==> src/rtl/row_window_buffer.sv <==
// Row-window buffer: keeps the last DEPTH input rows and presents them as one
// flat window (row-major or column-major) with valid/ready on both sides.
module row_window_buffer #(
   parameter int PIX_W   = 8,
   parameter int ROW_PIX = 8,
   parameter int DEPTH   = 15,
   parameter int STRIDE  = 8,
   parameter int CNT_W   = 4
) (
   input  logic                             clock,
   input  logic                             reset_L,
   input  logic                             clear,
   input  logic                             transpose,
   input  logic                             in_valid,
   output logic                             in_ready,
   input  logic [ROW_PIX*PIX_W-1:0]         in_data,
   output logic                             win_valid,
   input  logic                             win_ready,
   output logic [DEPTH*ROW_PIX*PIX_W-1:0]   win_data,
   output logic [CNT_W-1:0]                 fill_cnt
);

   localparam int ROW_W = ROW_PIX * PIX_W;
   localparam logic [CNT_W-1:0] DEPTH_C  = CNT_W'(DEPTH);
   localparam logic [CNT_W-1:0] STRIDE_C = CNT_W'(STRIDE);
   localparam logic [CNT_W-1:0] ONE_C    = CNT_W'(1);

   typedef enum logic {FILL, HOLD} state_t;

   state_t           state_q, state_d;
   logic [CNT_W-1:0] need_q, need_d;
   logic [CNT_W-1:0] fill_q, fill_d;
   logic [ROW_W-1:0] slot_q [DEPTH];

   logic accept, consume;

   // clear masks both handshakes so a clearing cycle neither shifts nor consumes
   assign accept  = in_valid && in_ready && !clear;
   assign consume = (state_q == HOLD) && win_ready && !clear;

   always_comb begin
      state_d   = state_q;
      need_d    = need_q;
      fill_d    = fill_q;
      win_valid = (state_q == HOLD);
      in_ready  = reset_L && ((state_q == FILL) || win_ready);

      if (clear) begin
         state_d = FILL;
         need_d  = DEPTH_C;
         fill_d  = '0;
      end else begin
         if (accept && (fill_q != DEPTH_C))
            fill_d = fill_q + ONE_C;
         case (state_q)
            FILL: begin
               if (accept) begin
                  need_d = need_q - ONE_C;
                  if (need_q == ONE_C)
                     state_d = HOLD;
               end
            end
            HOLD: begin
               if (consume) begin
                  if (accept && (STRIDE == 1)) begin
                     state_d = HOLD;
                  end else if (accept) begin
                     state_d = FILL;
                     need_d  = STRIDE_C - ONE_C;
                  end else begin
                     state_d = FILL;
                     need_d  = STRIDE_C;
                  end
               end
            end
            default: state_d = FILL;
         endcase
      end
   end

   always_ff @(posedge clock or negedge reset_L) begin
      if (!reset_L) begin
         state_q <= FILL;
         need_q  <= DEPTH_C;
         fill_q  <= '0;
      end else begin
         state_q <= state_d;
         need_q  <= need_d;
         fill_q  <= fill_d;
      end
   end

   always_ff @(posedge clock or negedge reset_L) begin
      if (!reset_L) begin
         for (int i = 0; i < DEPTH; i++)
            slot_q[i] <= '0;
      end else if (accept) begin
         for (int i = 0; i < DEPTH-1; i++)
            slot_q[i] <= slot_q[i+1];
         slot_q[DEPTH-1] <= in_data;
      end
   end

   // transpose only moves where a pixel lands; the source is always slot r, pixel p
   always_comb begin
      win_data = '0;
      for (int r = 0; r < DEPTH; r++) begin
         for (int p = 0; p < ROW_PIX; p++) begin
            if (transpose)
               win_data[(p*DEPTH+r)*PIX_W +: PIX_W] = slot_q[r][p*PIX_W +: PIX_W];
            else
               win_data[(r*ROW_PIX+p)*PIX_W +: PIX_W] = slot_q[r][p*PIX_W +: PIX_W];
         end
      end
   end

   assign fill_cnt = fill_q;

endmodule

==> config.mk <==
export PLATFORM = sky130hd
export DESIGN_NAME = row_window_buffer
export DESIGN_NICKNAME = d
export VERILOG_FILES = /design/src/rtl/row_window_buffer.sv
export SDC_FILE = /design/constraint.sdc
export NUM_CORES = 2
export LEC_CHECK = 0
export CAP_MARGIN = 20
export CORE_AREA = 2 2 405 407
export CTS_CLUSTER_DIAMETER = 40
export DETAILED_ROUTE_END_ITERATION = 8
export DIE_AREA = 0 0 407 409
export PLACE_DENSITY = 0.54
export SYNTH_ARGS = -nofsm -noshare
export SYNTH_HDL_FRONTEND = slang
export SYNTH_SLANG_ARGS = --single-unit
==> constraint.sdc <==
create_clock -name clock -period 3 [get_ports clock]
set_input_delay 0.6 -clock clock [delete_from_list [all_inputs] [get_ports clock]]
set_output_delay 0.6 -clock clock [all_outputs]
set_load 0.05 [all_outputs]
==> impl_metrics.ini <==
[clock_network]
cts_made_buffers = 182
cts_tree = done
htree_num_levels = 4
clockRootBuffer = clkbuf_16
ctsLongestPathBuffers = 3
clock_latency_ps = 810
cts_num_sinks = 969
clk_pin_slew_ps = 50
cts_setup_buffers = 0

[timing]
final.min_clock_period_ps = 2800
finalHoldViolCount = 0
worst_pin_slew_ps = 928
rsz0062_at_grt = false
slew_headroom = 0.382
fin_crit_sh = 0.935
max_freq_mhz = 357
setup_viol = 0
tns_ps = 0
fin_skew_ps = 39.8
whs_ps = 239
drv_slew = 0

[worst_setup_path]
cp_max_fo = 3
critPathKind = flip-flop to primary output
startpoint_type = flip-flop
cp.arrival_ps = 2200
worstPathRequired_ps = 2400
path_cells = clkdlybuf4s50_1
critical_path.max_stage_delay_ps = 930
path_buf_inv = 1
cpLargestDelayFamily = buffers and inverters
worst_path_max_delay_cell = clkdlybuf4s50_1
crit_path_end_kind = primary output

[yosys]
synth.largest_area_cell = dfrtp_1
ys_seq_elements = 969
ys.flop_type = dfrtp_1
synth_edf_count = 0
yosysTopAreaCellShare = 0.511
syn-cell-area_um2 = 47300
synth_nets = 3220
synthArstFlopShare = 1.00
netlist_top_cells_area = dfrtp_1, mux2_2, mux2_1
synth_area_per_cell_um2 = 15.0
synth.distinct_cells = 34
synth_warnings = 0
ys_seq_area_frac = 0.513
synthCells = 3147

[grt]
grt.total_usage = 0.294
grtUsageMet3 = 0.0834
grtUsageMet2 = 0.512
antenna_found_initial = 35
grt_pass1_wl_mm = 326
grt-ovfl-total = 0
grt_max_degree = 130
use_met1 = 0.348
top_usage_layer = met2
grt_pass1_vias = 33600

[power]
powerDensity_nw_per_um2 = 1170
p_leak_nw = 33.0
power_w = 0.0801
irDropWorstVdd_v = 0.000639

[finish]
utilization = 0.424
mostFrequentLayoutCells = mux2_2, dfrtp_1, buf_4
stdcell_count = 6585
final_nets = 4304
synthToLayoutAreaGrowth_pct = 45.1
drive_above_1_share = 0.643
layout_commonest_cell = mux2_2

[outcome]
outcome = completed

[routing]
drt-pass1-iter-count = 5
vias = 33100
drcViolationCount = 0
wl_mm = 249
avgViaCountPerCell = 5.02
antenna_left = 0
drtIter0Drc = 2297
wire_per_inst_um = 37.8

[placement]
dp_hpwl_mm = 202
dp_cells = 6221
gp_congestion = 0.915
io_buffers = 1035

[floorplanning]
core-area_um2 = 162000
num_rows = 148
initial_core_util = 0.292
dieArea_um2 = 166000
dieWidth_um = 407
die_h_um = 409
io_pins = 1036

[flow_run]
drv_cap = 0

[min_path]
hp-class = input pin to asynchronous set/reset pin
-- registers in the layout, summed over array words and instances (netlist names) --
signal / flops
fill_cnt: 4
need_q: 4
slot_q: 896
win_data: 64
win_valid: 1
-- final timing paths --
| check | startpoint | end | cells past startpoint | slack (ps) |
|---|---|---|---|---|
| max | win_data[683]$_DFFE_PN0P_ | win_data[683] | 1 | 200 |
| min | reset_L | win_data[957]$_DFFE_PN0P_ | 2 | 240 |
| max reg2reg | win_valid$_DFF_PN0_ | slot_q[142]$_DFFE_PN0P_ | 5 | 900 |
| min reg2reg | win_data[7]$_DFFE_PN0P_ | win_data[7]$_DFFE_PN0P_ | 1 | 510 |
| max in group asynchronous | reset_L | slot_q[550]$_DFFE_PN0P_ | 4 | 1290 |
| min in group clock | in_data[9] | slot_q[9]$_DFFE_PN0P_ | 2 | 410 |
-- area by class of cell --
| class | count | area (µm²) |
|---|---|---|
| Multi-Input combinational cell | 1904 | 21300 |
| Inverter | 2 | 7.51 |
| Clock buffer | 223 | 4950 |
| Fill cell | 14900 | 93400 |
| Antenna cell | 25 | 62.6 |
| Tap cell | 2175 | 2720 |
| Timing Repair Buffer | 1172 | 13900 |
| Clock inverter | 115 | 1520 |
| Sequential cell | 969 | 24300 |
-- timing repair --
| item | CTS | global route |
|---|---|---|
| resized for setup | 0 | 0 |
| hold endpoints to repair | 26 | 0 |
| hold buffers | 1 | 0 |
-- cells by family (layout without fill, tap and decap cells) --
group | after synthesis | count (layout) | share of synthesized area
buffers and inverters | 274 | 1512 | 0.0375
AND/OR/NAND/NOR | 22 | 22 | 0.00310
other | 0 | 25 | 0
adder cells (fa/ha/maj) | 3 | 3 | 0.000794
multiplexers | 1861 | 1861 | 0.443
flip-flops | 969 | 969 | 0.513
AO/OA/AOI/OAI | 18 | 18 | 0.00257
-- metrics by stage --
| stage | instance area [µm²] | setup slack (ps) |
|---|---|---|
| floorplan | 47300 | 481 |
| global placement | 62100 | 224 |
| detailed placement | 62100 | 204 |
| CTS | 68600 | 101 |
| global route | 68600 | 141 |
| finish | 68600 | 196 |
-- Yosys cell counts (all sizes together) (3+ instances only) --
cell       n
dfstp      4
nand2b     3
a21oi      5
a311oi     3
dfrtp    965
clkbuf    23
ha         3
nor2       3
buf      249
nor2b      4
nand2      3
mux2    1858
mux2i      3
o21bai     3
-- routing by layer --
metal	up-vias	share of wire
li1	13700	-
met1	17800	0.39
met2	1223	0.51
met3	296	0.076
met4	8	0.031
met5	-	0.00020
-- power breakdown --
group	internal [W]	total, W	switching [W]
registers	0.0165	0.0245	0.00808
clock network	0.0138	0.0215	0.00776
logic	0.0135	0.0340	0.0206
total	0.0437	0.0801	0.0364
Power figures use the tool's default switching activity.
